`config.mk`:
```
export PLATFORM = sky130hd
export DESIGN_NAME = pll_acq_ctrl
export DESIGN_NICKNAME = d
export VERILOG_FILES = /design/src/rtl/pll_acq_ctrl.sv
export SDC_FILE = /design/constraint.sdc
export NUM_CORES = 1
export LEC_CHECK = 0
export BUFFER_PORTS_ARGS = -buffer_cell sky130_fd_sc_hd__clkbuf_2
export CAP_MARGIN = 20
export CORE_UTILIZATION = 63
export CTS_CLUSTER_DIAMETER = 200
export CTS_CLUSTER_SIZE = 12
export DETAILED_ROUTE_END_ITERATION = 7
export PLACE_DENSITY = 0.79
export SETUP_SLACK_MARGIN = 0.15
export SLEW_MARGIN = 20
export SYNTH_ARGS = -nofsm -noshare
export SYNTH_HDL_FRONTEND = slang
export SYNTH_SLANG_ARGS = --single-unit
```
`constraint.sdc`:
```
create_clock -name clk_50 -period 4.79 [get_ports clk_50]
set_clock_uncertainty 0.05 [all_clocks]
set_input_delay 0.479 -clock clk_50 [delete_from_list [all_inputs] [get_ports clk_50]]
set_output_delay 0.479 -clock clk_50 [all_outputs]
set_load 0.01 [all_outputs]
```
`src/rtl/pll_acq_ctrl.sv`:
```
// pll_acq_ctrl: NCO PLL sweep/track/lock sequencer with holdover on feedback loss.
// Define PLL_ACQ_LOSS_STATS_EN to add the saturating loss_cnt lock-loss counter.
module pll_acq_ctrl #(
    parameter logic [9:0]  FREQ_MIN_RAW = 10'd65,
    parameter logic [9:0]  FREQ_MAX_RAW = 10'd524,
    parameter logic [9:0]  FREQ_STEP    = 10'd4,
    parameter logic [15:0] DWELL_CYC    = 16'd20000,
    parameter logic [7:0]  LOCK_WIN     = 8'd3,
    parameter logic [7:0]  LOCK_COUNT   = 8'd32,
    parameter logic [7:0]  UNLOCK_COUNT = 8'd4,
    parameter logic [15:0] NOSIG_CYC    = 16'd2000
) (
    input  logic       clk_50,
    input  logic       rst_n,
    input  logic       fb_edge,
    input  logic       vco_edge,
    input  logic       restart,
    output logic [9:0] freq_set,
    output logic       freq_load,
    output logic       loop_en,
    output logic       locked,
`ifdef PLL_ACQ_LOSS_STATS_EN
    output logic [15:0] loss_cnt,
`endif
    output logic [2:0] state
);
    localparam logic [2:0] IDLE = 3'd0, SWEEP = 3'd1, TRACK = 3'd2, LOCKED = 3'd3, HOLD = 3'd4;

    logic [15:0] nosig, dwell, nosig_n;
    logic [7:0]  fcnt, vcnt, fcnt_n, vcnt_n, diff, win, gcnt, bcnt, gcnt_n, bcnt_n;
    logic [10:0] step_sum;
    logic [9:0]  freq_next;
    logic        sig_lost, match, win_open, win_fb, other, same, good, bad;

    always_comb begin
        nosig_n   = fb_edge ? 16'd0 : (nosig == NOSIG_CYC ? nosig : nosig + 16'd1);
        sig_lost  = nosig_n == NOSIG_CYC;
        fcnt_n    = fcnt + 8'(fb_edge && fcnt != 8'hFF);
        vcnt_n    = vcnt + 8'(vco_edge && vcnt != 8'hFF);
        diff      = fcnt_n >= vcnt_n ? fcnt_n - vcnt_n : vcnt_n - fcnt_n;
        match     = diff <= 8'd1 && fcnt_n >= 8'd2;
        // 11-bit sum so a step past the 10-bit range still wraps to the sweep start
        step_sum  = {1'b0, freq_set} + {1'b0, FREQ_STEP};
        freq_next = step_sum > {1'b0, FREQ_MAX_RAW} ? FREQ_MIN_RAW : step_sum[9:0];
        other     = win_fb ? vco_edge : fb_edge;
        same      = win_fb ? fb_edge : vco_edge;
        good      = win_open ? other && win <= LOCK_WIN : fb_edge && vco_edge;
        bad       = win_open && (other ? win > LOCK_WIN : same || win > LOCK_WIN);
        gcnt_n    = good ? gcnt + 8'(gcnt != 8'hFF) : (bad ? 8'd0 : gcnt);
        bcnt_n    = bad ? bcnt + 8'(bcnt != 8'hFF) : (good ? 8'd0 : bcnt);
    end

    always_ff @(posedge clk_50 or negedge rst_n) begin
        if (!rst_n) begin
            state     <= IDLE;
            freq_set  <= FREQ_MIN_RAW;
            freq_load <= 1'b0;
            loop_en   <= 1'b0;
            locked    <= 1'b0;
            nosig     <= '0;
            dwell     <= '0;
            fcnt      <= '0;
            vcnt      <= '0;
            win       <= '0;
            win_open  <= 1'b0;
            win_fb    <= 1'b0;
            gcnt      <= '0;
            bcnt      <= '0;
        end else begin
            freq_load <= 1'b0;
            nosig     <= nosig_n;
            if (restart) begin
                state    <= IDLE;
                loop_en  <= 1'b0;
                locked   <= 1'b0;
                nosig    <= '0;
                dwell    <= '0;
                fcnt     <= '0;
                vcnt     <= '0;
                win      <= '0;
                win_open <= 1'b0;
                gcnt     <= '0;
                bcnt     <= '0;
            end else begin
                case (state)
                    IDLE: if (fb_edge) begin
                        state     <= SWEEP;
                        freq_set  <= FREQ_MIN_RAW;
                        freq_load <= 1'b1;
                        dwell     <= '0;
                        fcnt      <= '0;
                        vcnt      <= '0;
                    end
                    SWEEP: begin
                        dwell <= dwell + 16'd1;
                        fcnt  <= fcnt_n;
                        vcnt  <= vcnt_n;
                        if (sig_lost || dwell == DWELL_CYC - 16'd1) begin
                            dwell <= '0;
                            fcnt  <= '0;
                            vcnt  <= '0;
                        end
                        if (sig_lost)
                            state <= IDLE;
                        else if (dwell == DWELL_CYC - 16'd1 && match) begin
                            state    <= TRACK;
                            loop_en  <= 1'b1;
                            win_open <= 1'b0;
                            gcnt     <= '0;
                            bcnt     <= '0;
                        end else if (dwell == DWELL_CYC - 16'd1) begin
                            freq_set  <= freq_next;
                            freq_load <= 1'b1;
                        end
                    end
                    TRACK, LOCKED: if (sig_lost) begin
                        state    <= HOLD;
                        loop_en  <= 1'b0;
                        locked   <= 1'b0;
                        win_open <= 1'b0;
                        gcnt     <= '0;
                        bcnt     <= '0;
                    end else begin
                        if (win_open) begin
                            if (other || (!same && win > LOCK_WIN))
                                win_open <= 1'b0;
                            else
                                win <= same ? 8'd1 : win + 8'd1;
                        end else if (fb_edge ^ vco_edge) begin
                            win_open <= 1'b1;
                            win_fb   <= fb_edge;
                            win      <= 8'd1;
                        end
                        if (state == TRACK) begin
                            gcnt <= gcnt_n;
                            bcnt <= '0;
                            if (gcnt_n == LOCK_COUNT) begin
                                state  <= LOCKED;
                                locked <= 1'b1;
                            end
                        end else begin
                            bcnt <= bcnt_n;
                            if (bcnt_n == UNLOCK_COUNT) begin
                                state  <= TRACK;
                                locked <= 1'b0;
                                gcnt   <= '0;
                                bcnt   <= '0;
                            end
                        end
                    end
                    HOLD: if (fb_edge) begin
                        state    <= TRACK;
                        loop_en  <= 1'b1;
                        win_open <= 1'b0;
                        gcnt     <= '0;
                        bcnt     <= '0;
                    end
                    default: state <= IDLE;
                endcase
            end
        end
    end

`ifdef PLL_ACQ_LOSS_STATS_EN
    logic loss;
    assign loss = !restart && state == LOCKED && (sig_lost || bcnt_n == UNLOCK_COUNT);

    always_ff @(posedge clk_50 or negedge rst_n) begin
        if (!rst_n)
            loss_cnt <= '0;
        else if (loss && loss_cnt != 16'hFFFF)
            loss_cnt <= loss_cnt + 16'd1;
    end
`endif
endmodule

```
==> results.sh <==
export IMPL_status="completed"
export IMPL_rsz0062_at_grt="no"
export IMPL_synth_xor_area_share=0.05344
export IMPL_path_class="flip-flop to flip-flop"
export IMPL_fp_dieW_um=102.0
export IMPL_path_delay_family="compound AO/OA/AOI/OAI gates"
export IMPL_postSynthAreaPerCell_um2=8.354
export IMPL_synth_compound_area_frac=0.2126
export IMPL_synth_top_area_cell="dfrtp_1"
export IMPL_ys_flop_type="dfrtp_1"
export IMPL_grt_max_degree=55
export IMPL_via_per_inst=6.158
export IMPL_dp_hpwl_mm=10.27
export IMPL_synth_mux_area_frac=0.01947
export IMPL_max_freq_mhz=227.4
export IMPL_drive_above_1_share=0.1048
export IMPL_hold_path_class="input port to asynchronous set/reset pin"
export IMPL_ys_ff_latch=89
export IMPL_antenna_left=0
export IMPL_maxCapViolCount=0
export IMPL_crit_arrival_ps=4600
export IMPL_drt_initial_drc_count=335
export IMPL_vias=5518
export IMPL_die_h_um=102.0
export IMPL_crit_chain="nand3_1 > o31a_1 > ha_1 > ha_1 > xnor2_2 > inv_1 > ha_1 > nor2b_1 > o21ai_0 > nand2_1 > a31oi_1 > a21oi_2 > mux2i_2 > xnor2_2 > nand3_1 > a22o_2 > mux2_4"
export IMPL_clk_insertion_delay_late_ps=360
export IMPL_postCtsResizedCells=0
export IMPL_final_nets=793
export IMPL_initial_core_util=0.6474
export IMPL_power_density_nw_per_um2=349.2
export IMPL_async_flop_share=1.000
export IMPL_cts_max_path_buffers=2
export IMPL_path_clk_slew_ps=100
export IMPL_slowest_delay_ps=450
export IMPL_synthTopCellsByCount="87 x dfrtp_1, 84 x nor2_1, 83 x nand2_1"
export IMPL_cts_htree_levels=3
export IMPL_cts_root_buf="clkbuf_8"
export IMPL_max_slew_margin=0.2935
export IMPL_wire_per_inst_um=15.69
export IMPL_fin_crit_sh=0.9179
export IMPL_ctsHoldBuffers=0
export IMPL_ys_top_cells_by_area="dfrtp_1 35%, ha_1 5.6%, nor2_1 5.0%"
export IMPL_synth_top_family_by_area="simple AND/OR/NAND/NOR gates"
export IMPL_syn_to_final_growth_pct=6.198
export IMPL_synth_fa_ha_area_frac=0.06198
export IMPL_wl_met1_mm=6.500
export IMPL_grt_pass1_vias=5126
export IMPL_dpl_worst_slack_ps=289.0
export IMPL_timing_setup_tns_ps=0
export IMPL_top_layer="met4"
export IMPL_yosys_warnings=0
export IMPL_critPathCaptureType="flip-flop"
export IMPL_finalHoldViolCount=0
export IMPL_worst_ep_required_time_ps=5000
export IMPL_critPathMostFrequentCell="ha_1"
export IMPL_dr_pass1_iters=5
export IMPL_yosys_area_top_type_share=0.3456
export IMPL_grt_antenna_before_repair=0
export IMPL_layout_cells_non_filler=896
export IMPL_grt_pass1_wl_mm=23.47
export IMPL_ir_worst_vdd_uv=160.1
export IMPL_cts_setup_buffers=0
export IMPL_die_area_um2=10400
export IMPL_wl_met2_mm=6.725
export IMPL_coreArea_um2=9729
export IMPL_numCtsBuffers=9
export IMPL_globalplace_congestion=0.9310
export IMPL_grt_overflow_total=0
export IMPL_seq_area_frac_synth=0.3540
export IMPL_path_buf_inv=1
export IMPL_syn_nets=789
export IMPL_diodes=0
export IMPL_clkSinkCount=89
export IMPL_finalWorstSetupSlack_ps=393.4
export IMPL_worst_path_max_fanout=10
export IMPL_crit_path_top_delay_cell="dfrtp_1"
export IMPL_drt_total_wl_mm=14.05
export IMPL_start_kind="flip-flop"
export IMPL_yosysMostFrequentCell="dfrtp_1"
export IMPL_leakagePower_nw=2.924
export IMPL_io_buffers=19
export IMPL_cts_tree="done"
export IMPL_track_usage=0.2839
export IMPL_layout_min_cycle_time_ps=4397
export IMPL_finalSetupViolCount=0
export IMPL_worst_pin_slew_ps=1045
export IMPL_drc=0
export IMPL_yosys_area_share_simple=0.2511
export IMPL_num_io_pins=21
export IMPL_synth_edf_count=0
export IMPL_synth_area_um2=6299
export IMPL_rows=36
export IMPL_holdWs_ps=1.655
export IMPL_wl_met3_um=588
export IMPL_synth_distinct_cells=82
export IMPL_dp_cells=880
export IMPL_maxSlewViolCount=0
export IMPL_syn_inst=754
-- metal layers --
layer / vias to the layer above / global-route usage
met3: 23 / 0.03215
met1: 2627 / 0.3808
met4: 0 / 0.1000
met5: - / 0
met2: 151 / 0.4770
li1: 2717 / -
-- registers in the layout, indices dropped and copies added, names as in the netlist --
signal and flops:
dwell 16, nosig 16, freq_set 9, bcnt 8
fcnt 8, gcnt 8, vcnt 8, win 8
state 3, freq_load 1, locked 1, loop_en 1
win_fb 1, win_open 1
-- metrics by stage --
stage | total power, mW | cell area (um^2) | util
floorplan | 1.547 | 6299 | -
global placement | 1.744 | 6462 | 0.6642
detailed placement | 1.779 | 6462 | 0.6642
CTS | 2.322 | 6666 | 0.6852
global route | 2.483 | 6689 | 0.6875
finish | 2.335 | 6689 | 0.6875
-- power breakdown --
part           internal, mW  total [mW]  switching [mW]
combinational         0.351       0.868           0.518
sequential            0.813       0.927           0.115
clock                 0.259       0.540           0.281
-- final timing paths --
kind                                      startpoint                      end  slack [ps]  depth (start not counted)
worst min-delay path                           rst_n  freq_set[9]$_DFFE_PN0P_           2                          1
worst min register to register  dwell[3]$_DFFE_PN0P_     dwell[3]$_DFFE_PN0P_         450                          1
worst max register to register   vcnt[2]$_DFFE_PN0P_  freq_set[2]$_DFFE_PN0P_         390                         17
min in group clk_50                          restart     state[2]$_DFFE_PN0P_         430                          2
worst max-delay path             vcnt[2]$_DFFE_PN0P_  freq_set[2]$_DFFE_PN0P_         390                         17
max in group asynchronous                      rst_n       locked$_DFFE_PN0P_        3640                          2
-- cell type report --
| cell class | instances | area, um^2 |
|---|---|---|
| fill | 780 | 3040 |
| inverter | 37 | 138.9 |
| clock inverter | 5 | 62.56 |
| sequential | 89 | 2230 |
| tap | 133 | 166.4 |
| clock buffer | 11 | 141.4 |
| timing repair buffer | 26 | 150.1 |
| multi-input combinational | 595 | 3800 |
-- cell families (layout without fill, tap and decap cells) --
group / count (synthesis) / after routing
fa+ha+maj: 30 / 30
mux: 11 / 11
buf+inv: 70 / 79
other cells: 1 / 1
simple gates: 317 / 317
flops: 89 / 89
xor+xnor: 35 / 35
compound gates: 201 / 201
-- placed cells by master, fill, tap and decap left out, types with 4 or more instances in the layout --
cell type  instances
dfrtp_1           87
nor2_1            84
nand2_1           83
o21ai_1           38
inv_1             37
nand3_1           35
o21ai_0           30
ha_1              28
a21oi_1           25
a31oi_1           20
clkbuf_2          18
and3_1            17
nand4_1           15
xnor2_1           15
xor2_1            15
nor3_1            14
and2_1            11
a21o_1            11
o31ai_1           10
clkbuf_8          10
nor2b_1            8
buf_4              8
nor4_1             6
mux2i_1            6
o21a_1             6
nand2b_1           6
or2_2              5
nand3b_1           5
a22o_1             5
a41oi_1            5
or3_1              4
o31a_1             4
a21oi_2            4
a211oi_1           4
No activity file was read; power rests on OpenSTA's default activity.
